`src/rtl/led_pattern_player_pkg.sv`:
```
// Shared definitions for the LED pattern player and anything else that
// speaks its mode encoding (debouncer-side logic, benches).
//   - MODE_* : bit index of each mode in the one-hot mode word
//   - LEDS_* : common LED drive words
//   - mode_e : FSM state type, one state per mode
//   - decode_mode() : one-hot mode word -> {valid, mode}
package led_pattern_player_pkg;

    localparam int MODE_SOLID   = 0;
    localparam int MODE_BLINK   = 1;
    localparam int MODE_SCAN    = 2;
    localparam int MODE_BREATHE = 3;

    localparam logic [3:0] LEDS_ALL_ON = 4'b1111;
    localparam logic [3:0] LEDS_OFF    = 4'b0000;

    typedef enum logic [1:0] {
        ST_SOLID   = 2'(MODE_SOLID),
        ST_BLINK   = 2'(MODE_BLINK),
        ST_SCAN    = 2'(MODE_SCAN),
        ST_BREATHE = 2'(MODE_BREATHE)
    } mode_e;

    typedef struct packed {
        logic  valid;
        mode_e idx;
    } mode_dec_t;

    // Anything that is not exactly one bit set is reported as invalid.
    function automatic mode_dec_t decode_mode(input logic [3:0] code);
        mode_dec_t d;
        d.valid = 1'b1;
        d.idx   = ST_SOLID;
        case (code)
            4'b0001: d.idx = ST_SOLID;
            4'b0010: d.idx = ST_BLINK;
            4'b0100: d.idx = ST_SCAN;
            4'b1000: d.idx = ST_BREATHE;
            default: d.valid = 1'b0;
        endcase
        return d;
    endfunction

endpackage

```
`src/rtl/led_pattern_player_tick_prescaler.sv`:
```
// tick_prescaler: free-running divide-by-DIV tick generator.
//   clk     in  system clock
//   reset_n in  asynchronous active-low reset
//   clear   in  restart the count at 0 (wins over the wrap)
//   tick    out high for the single cycle where count == DIV-1
module tick_prescaler #(
    parameter int DIV = 1_200_000
) (
    input  logic clk,
    input  logic reset_n,
    input  logic clear,
    output logic tick
);

    localparam int CW = (DIV > 2) ? $clog2(DIV) : 1;

    logic [CW-1:0] count;

    assign tick = (count == CW'(DIV - 1));

    // NOTE: state registers use non-blocking assignments so every flop
    // samples pre-edge values, independent of block evaluation order.
    always_ff @(posedge clk or negedge reset_n) begin
        if (!reset_n) begin
            count <= '0;
        end else if (clear || tick) begin
            count <= '0;
        end else begin
            count <= count + CW'(1);
        end
    end

endmodule

```
`src/rtl/led_pattern_player.sv`:
```
// led_pattern_player: drives 4 board LEDs with a pattern chosen by the
// debounced one-hot mode word (solid, blink, bouncing scan, PWM breathe).
//   clk          in   system clock
//   reset_n      in   asynchronous active-low reset
//   mode_onehot  in   [3:0] mode request, bit k = mode k
//   leds         out  [3:0] registered LED drive, 1 = lit
//   mode_err     out  one-cycle pulse when the sampled mode word was not one-hot
// Pipeline: mode_onehot -> mode_reg -> (mode_idx, step state, leds, mode_err).
module led_pattern_player
    import led_pattern_player_pkg::*;
#(
    parameter int TICK_DIV     = 1_200_000,
    parameter int PWM_BITS     = 8,
    parameter int BREATHE_STEP = 8
) (
    input  logic       clk,
    input  logic       reset_n,
    input  logic [3:0] mode_onehot,
    output logic [3:0] leds,
    output logic       mode_err
);

    localparam logic [3:0]        MODE_RESET_CODE = 4'b0001 << MODE_SOLID;
    localparam logic [PWM_BITS:0] DUTY_MAX_W = (PWM_BITS+1)'((2 ** PWM_BITS) - 1);
    localparam logic [PWM_BITS:0] STEP_W     = (PWM_BITS+1)'(BREATHE_STEP);

    logic [3:0]          mode_reg;
    mode_dec_t           dec;
    mode_e               mode_idx, mode_idx_next;
    logic                change, tick;

    logic                blink_on, blink_on_next;
    logic [1:0]          scan_pos, scan_pos_next;
    logic                scan_up, scan_up_next;
    logic [PWM_BITS-1:0] duty, duty_next;
    logic                duty_up, duty_up_next;
    logic [PWM_BITS-1:0] pwm_cnt, pwm_cnt_next;
    logic [PWM_BITS:0]   duty_sum;
    logic [3:0]          leds_next;

    tick_prescaler #(.DIV(TICK_DIV)) u_prescaler (
        .clk     (clk),
        .reset_n (reset_n),
        .clear   (change),
        .tick    (tick)
    );

    assign dec = decode_mode(mode_reg);

    // Input stage: reset to the mode-0 code so release raises no error.
    always_ff @(posedge clk or negedge reset_n) begin
        if (!reset_n) begin
            mode_reg <= MODE_RESET_CODE;
        end else begin
            mode_reg <= mode_onehot;
        end
    end

    always_ff @(posedge clk or negedge reset_n) begin
        if (!reset_n) begin
            mode_idx <= ST_SOLID;
            blink_on <= 1'b1;
            scan_pos <= 2'd0;
            scan_up  <= 1'b1;
            duty     <= '0;
            duty_up  <= 1'b1;
            pwm_cnt  <= '0;
            leds     <= LEDS_OFF;
            mode_err <= 1'b0;
        end else begin
            mode_idx <= mode_idx_next;
            blink_on <= blink_on_next;
            scan_pos <= scan_pos_next;
            scan_up  <= scan_up_next;
            duty     <= duty_next;
            duty_up  <= duty_up_next;
            pwm_cnt  <= pwm_cnt_next;
            leds     <= leds_next;
            mode_err <= !dec.valid;
        end
    end

    // Extra bit keeps duty+STEP from wrapping before the saturation test.
    assign duty_sum = {1'b0, duty} + STEP_W;

    // NOTE: every output of this block is given a default first, so no
    // path leaves a variable unassigned and no latch is inferred.
    always_comb begin
        mode_idx_next = dec.valid ? dec.idx : mode_idx;
        change        = (mode_idx_next != mode_idx);
        blink_on_next = blink_on;
        scan_pos_next = scan_pos;
        scan_up_next  = scan_up;
        duty_next     = duty;
        duty_up_next  = duty_up;
        pwm_cnt_next  = pwm_cnt + PWM_BITS'(1);
        leds_next     = LEDS_OFF;

        // A mode change restarts the pattern and swallows a coincident tick.
        if (change) begin
            blink_on_next = 1'b1;
            scan_pos_next = 2'd0;
            scan_up_next  = 1'b1;
            duty_next     = '0;
            duty_up_next  = 1'b1;
        end else if (tick) begin
            case (mode_idx)
                ST_BLINK: blink_on_next = !blink_on;
                ST_SCAN: begin
                    // Turn around at the ends so each end is shown once.
                    if (scan_up) begin
                        if (scan_pos == 2'd3) begin
                            scan_pos_next = 2'd2;
                            scan_up_next  = 1'b0;
                        end else begin
                            scan_pos_next = scan_pos + 2'd1;
                        end
                    end else begin
                        if (scan_pos == 2'd0) begin
                            scan_pos_next = 2'd1;
                            scan_up_next  = 1'b1;
                        end else begin
                            scan_pos_next = scan_pos - 2'd1;
                        end
                    end
                end
                ST_BREATHE: begin
                    if (duty_up) begin
                        if (duty_sum >= DUTY_MAX_W) begin
                            duty_next    = DUTY_MAX_W[PWM_BITS-1:0];
                            duty_up_next = 1'b0;
                        end else begin
                            duty_next = duty_sum[PWM_BITS-1:0];
                        end
                    end else begin
                        if ({1'b0, duty} <= STEP_W) begin
                            duty_next    = '0;
                            duty_up_next = 1'b1;
                        end else begin
                            duty_next = duty - STEP_W[PWM_BITS-1:0];
                        end
                    end
                end
                default: ;
            endcase
        end

        // Decode from next-state values so the registered leds always match
        // the state registers after the same edge.
        case (mode_idx_next)
            ST_SOLID:   leds_next = LEDS_ALL_ON;
            ST_BLINK:   leds_next = blink_on_next ? LEDS_ALL_ON : LEDS_OFF;
            ST_SCAN:    leds_next = 4'b0001 << scan_pos_next;
            ST_BREATHE: leds_next = {4{pwm_cnt_next < duty_next}};
            default:    leds_next = LEDS_OFF;
        endcase
    end

endmodule

```
`config.mk`:
```
export PLATFORM = sky130hd
export DESIGN_NAME = led_pattern_player
export DESIGN_NICKNAME = d
export VERILOG_FILES = /design/src/rtl/led_pattern_player_pkg.sv /design/src/rtl/led_pattern_player_tick_prescaler.sv /design/src/rtl/led_pattern_player.sv
export SDC_FILE = /design/constraint.sdc
export NUM_CORES = 1
export LEC_CHECK = 0
export CAP_MARGIN = 0
export CORE_UTILIZATION = 55
export CTS_CLUSTER_DIAMETER = 60
export DETAILED_ROUTE_END_ITERATION = 10
export DONT_BUFFER_PORTS = 1
export PLACE_DENSITY_LB_ADDON = 0.05
export SYNTH_ARGS = -nofsm -noshare
export SYNTH_HDL_FRONTEND = slang
export SYNTH_SLANG_ARGS = --single-unit
```
`constraint.sdc`:
```
create_clock -name clk -period 4.2 [get_ports clk]
set_input_delay 1.26 -clock clk [delete_from_list [all_inputs] [get_ports clk]]
set_output_delay 1.26 -clock clk [all_outputs]
set_load 0.05 [all_outputs]
```
## Word-level counts from Yosys, hierarchy flattened

Index checks and enable logic that the tools add are counted.

| cells by class | value |
|---|---|
| magnitude comparators | 3 |
| shifts and indexed selects | 1 |
| mux-type cells | 33 |
| add/subtract/negate cells | 6 |
| reduce and logical (&&, ||, !) cells | 11 |
| eq/ne operators | 13 |

Operators by type and width:

| kind | count |
|---|---|
| 8-bit 2-to-1 mux | 6 |
| 21-bit by 1-bit adder with 21-bit output, second input constant | 1 |
| 21-bit == test, second input constant | 1 |
| 21-bit 2-to-1 mux | 1 |
| 1-bit 2-to-1 mux | 16 |
| 4-bit case mux with 4 select lines | 1 |
| 2-bit 2-to-1 mux | 7 |
| 2-bit == test, second input constant | 5 |
| 8-bit by 4-bit adder with 9-bit output, second input constant | 1 |
| 9-bit by 8-bit >= comparator with 1-bit output, second input constant | 1 |
| 8-bit by 1-bit adder with 8-bit output, second input constant | 1 |
| 8-bit by 4-bit less-or-equal comparator with 1-bit output, second input constant | 1 |
| 8-bit less-than comparator | 1 |
| 8-bit by 4-bit subtractor with 8-bit output, second input constant | 1 |
| 2-bit case mux with 3 select lines | 1 |
| 2-bit nonzero test | 3 |
| 2-bit by 1-bit == test with 1-bit output, second input constant | 2 |
| 4-bit by 1-bit == test with 1-bit output, second input constant | 1 |
| 4-bit by 2-bit == test with 1-bit output, second input constant | 1 |
| 4-bit by 3-bit == test with 1-bit output, second input constant | 1 |
| 4-bit == test, second input constant | 1 |
| 2-bit logical NOT | 2 |
| 4-bit 2-to-1 mux | 1 |
| 2-bit AND reduction | 2 |
| other kinds (7) | 8 |

| storage, ports and cells | value |
|---|---|
| logic and storage cells | 78 |
| bits in registers | 53 |
| input port bits | 6 |

## Longest topological paths before layout

| depth | value |
|---|---|
| word-level depth | 9 |
| gate-level depth with buffers | 15 |

## Modules after synthesis

Synthesis repeated with hierarchy kept, for this count alone.

| second synthesis, totals | value |
|---|---|
| cells, all modules | 335 |
| area total of the unflattened synthesis | 3149.3 µm² |

By module, submodules not included:

| module | times used | seq. area each (µm²) | area an instance (µm²) | cells an instance |
|---|---|---|---|---|
| led_pattern_player | 1 | 805.8 | 2015.7 | 223 |
| tick_prescaler | 1 | 525.5 | 1133.6 | 112 |

## Worst setup path before layout

No wires, ideal clock.

| timing path | value |
|---|---|
| kind | register to register |
| from | register u_prescaler.count[0] |
| to | register leds[0] |
| required time | 4065 ps |
| data arrival time | 3284 ps |
| path slack | 781 ps |
| setup time | 135 ps |
| stages on the path, launching flop included | 13 |
| period minus slack after synthesis | 3419 ps |
| path buffers | 1 |
| cell sequence | dfrtp_1 -> ha_1 -> nand4_2 -> or4_1 -> buf_2 -> or3_4 -> or4_4 -> a21o_1 -> ha_1 -> o21ai_0 -> and4b_1 -> nor3_1 -> o22ai_1 |

| between the ends | value |
|---|---|
| longest elaborated chain between the ends | 5 |
| elaborated cells between the ends (all ways) | 11 |
| those cells by class | order compare: 1; eq/ne: 1; shift: 1; mux: 8 |

RTL lines:

| what | line | RTL |
|---|---|---|
| from (decl) | led_pattern_player_tick_prescaler.sv:17 | `logic [CW-1:0] count;` |
| from (signal assigned) | led_pattern_player_tick_prescaler.sv:29 | `count <= count + CW'(1);` |
| 21-bit == test * | led_pattern_player_tick_prescaler.sv:19 | `assign tick = (count == CW'(DIV - 1));` |
| 8-bit 2-to-1 mux (tied with other cells) | led_pattern_player.sv:106 | `end else if (tick) begin` |
| 8-bit 2-to-1 mux (tied with other cells) | led_pattern_player.sv:100 | `if (change) begin` |
| 8-bit less-than comparator (tied with other cells) | led_pattern_player.sv:154 | `ST_BREATHE: leds_next = {4{pwm_cnt_next < duty_next}};` |
| 4-bit case mux with 4 select lines * | led_pattern_player.sv:150 | `case (mode_idx_next)` |
| named net leds_next[0] | led_pattern_player.sv:39 | `logic [3:0] leds_next;` |
| to (signal assigned) | led_pattern_player.sv:78 | `leds <= leds_next;` |
| to (decl) | led_pattern_player.sv:19 | `output logic [3:0] leds,` |

Mark *: on every way through the listed nets, which the timed path passes. The rest lies on a longest branch.
A chain may end at the register's enable or synchronous reset.

## Worst setup path after layout

| timing path | value |
|---|---|
| from | register u_prescaler.count[0] |
| to | register leds[2] |

The elaborated chain is that of the path after synthesis.

==> results.json <==
{
  "yosys_warnings": 0,
  "grtUsageTotal_pct": 23.8,
  "rr_worst_depth": 11,
  "worstPathMaxFanout": 6,
  "p_clk_share_pct": 30.7,
  "core-area_sq_mm": 0.00520,
  "min_to": "u_prescaler.count[0]",
  "reg2reg_to": "leds[2]",
  "synth_seq_cells": 53,
  "ioPinCount": 11,
  "final.setup.tns_ps": 0,
  "synth_top_cell_by_area": "dfrtp_1",
  "synth_top_flop_cell": "dfrtp_1",
  "start_kind": "flip-flop",
  "die_w_um": 76.4,
  "ir_drop_v": 0.000236,
  "async_flop_share_pct": 100,
  "r2r_start": "u_prescaler.count[0]",
  "fin_util_pct": 61.3,
  "maxCapViolations": 0,
  "power_leakage_nw": 1.34,
  "syn2layout_area_growth_pct": 4.93,
  "critPathKind": "reg2reg",
  "slew_viol_final": 0,
  "status": "finished clean",
  "top_register": "u_prescaler.count",
  "clkSinkCount": 53,
  "grt_pass1_wl_um": 10900,
  "arrival_ps": 3860,
  "antenna_found_initial": 0,
  "hold_violations": 0,
  "largest_reg_flops": 21,
  "grt_pass1_vias": 2227,
  "combPwrFrac_pct": 9.9,
  "die_area_sq_mm": 0.00583,
  "yosys-top-cells-area": "dfrtp_1, ha_1, xor2_1, nor2_1, xnor2_1",
  "netlist-cell-type-count": 57,
  "portBuffers": 0,
  "period_share_pct": 87.4,
  "cts_resized": 0,
  "crit_required_ps": 4390,
  "syn-instance-count": 333,
  "r2r_slack_ps": 530,
  "initial_core_util_pct": 58.5,
  "yosysTopAreaCellShare_pct": 40.3,
  "clk_latency_ps": 320,
  "first_pass_iters": 4,
  "internal_power_mw": 0.720,
  "drc": 0,
  "setup_viol": 0,
  "rows": 26,
  "max-clock-path-buffers": 2,
  "antennaDiodeCount": 0,
  "layout.nets": 347,
  "drt_iter0_drc": 236,
  "grt_start_max_net_pins": 54,
  "crit_start": "u_prescaler.count[0]",
  "min_period_ps": 3670,
  "clk_pin_slew_ps": 100,
  "routedWlPerCell_um": 15.5,
  "drt-total-wl_um": 6200,
  "vias_per_cell": 5.86,
  "whs_path_depth": 1,
  "yosysMostFrequentCell": "dfrtp_1",
  "synth_seq_area_share_pct": 43.8,
  "setup_ws_ps": 531,
  "place_ws_ps": 529,
  "netlist_area_sq_mm": 0.00304,
  "relSlewSlack_pct": 42.5,
  "powerDensity_mw_per_mm2": 319,
  "hpwlAfterDp_um": 4530,
  "die_h_um": 76.4,
  "synth_edf_count": 0,
  "syn_area_per_cell_sq_um": 9.14,
  "synthTopCellsByCount": "dfrtp_1, nor2_1, nand2_1, a21oi_1",
  "cp-end-kind": "flip-flop",
  "rsz0062_at_grt": "false",
  "drtAntennaViolNets": 0,
  "max_freq_ghz": 0.273,
  "root_buffer": "clkbuf_8",
  "overflow": 0,
  "cts_tree": "built",
  "drive_above_1_share_pct": 6.67,
  "cts_hold_buf": 0,
  "worstHoldStart": "u_prescaler.count[0]",
  "htree_levels": 2,
  "switchingPower_mw": 0.300,
  "cts_inserted_buffers": 5,
  "swShare_pct": 29.4,
  "cts_setup_buffers": 0,
  "fin_skew_ps": 10.3,
  "worst_pin_slew_ps": 855,
  "reg_top3": "u_prescaler.count x21, duty x8, pwm_cnt x8",
  "p_seq_share_pct": 59.4,
  "syn_nets": 351,
  "via_count": 2342,
  "power_mw": 1.02,
  "place.gp.congestion": 0.847,
  "hp-class": "reg2reg"
}
[routing by layer]
metal	vias to the layer above	GRT usage (%)	part of all wire (%)
li1	1183	-	-
met1	1106	36.3	52
met2	42	34.2	43
met3	11	3.59	3.3
met4	0	8.46	2.0
met5	-	0	0
[power by group through the flow]
stage	combinational (mW)	sequential, mW	clock (mW)
global route	0.112	0.610	0.342
detailed placement	0.100	0.615	0
global placement	0.0966	0.614	0
CTS	0.101	0.605	0.324
finish	0.101	0.606	0.313
floorplan	0.0824	0.603	0
[cell families (layout without fill, tap and decap cells)]
family	count (synthesis)	count (layout)	share of synthesized area, %
adder cells (fa/ha/maj)	12	12	4.93
AO/OA/AOI/OAI	69	69	14.6
AND/OR/NAND/NOR	145	145	25.0
buffers and inverters	24	21	3.04
flip-flops	53	53	43.8
XOR/XNOR	30	30	8.63
[critical path, cell delays in order, from the launching register on]
cell and delay [ps]:
dfrtp_1 410, ha_1 250, nand4_2 130, or4_1 640, or3_4 450, or4_4 430
a21o_1 200, ha_1 280, o21ai_0 70, and4b_1 200, nor3_1 370, o2bb2ai_1 130
[placed cells by master (no fill, tap or decap), types with 6 or more instances in the layout]
cell	count
a21oi_1	19
and3_1	11
clkbuf_8	6
dfrtp_1	49
ha_1	12
inv_1	11
nand2_1	29
nand3_1	17
nor2_1	39
nor3_1	9
o21ai_0	14
xnor2_1	13
xor2_1	17
[area by class of cell]
type,instances,area [sq um]
multi-input combinational,256,1620
inverter,11,41.3
fill,450,2010
tap,70,87.6
clock inverter,2,16.3
sequential,53,1330
clock buffer,6,82.6
timing repair buffer,2,15.0
[worst max path at each step]
stage / endpoint / slack (ps) / cells past startpoint
floorplan: leds[0] / 780 / 12
detailed placement: leds[2] / 530 / 11
CTS: leds[2] / 500 / 11
finish: leds[2] / 530 / 11
global route: leds[0] / 230 / 13
global placement: leds[3] / 610 / 11
[metrics by stage]
| stage | hold WS, ps | instances | cell area, sq um |
|---|---|---|---|
| floorplan | 448 | 333 | 3040 |
| global placement | 467 | 392 | 3090 |
| detailed placement | 492 | 392 | 3090 |
| CTS | 506 | 400 | 3190 |
| global route | 521 | 400 | 3190 |
| finish | 506 | 400 | 3190 |
(Power assumes the default switching activity.)
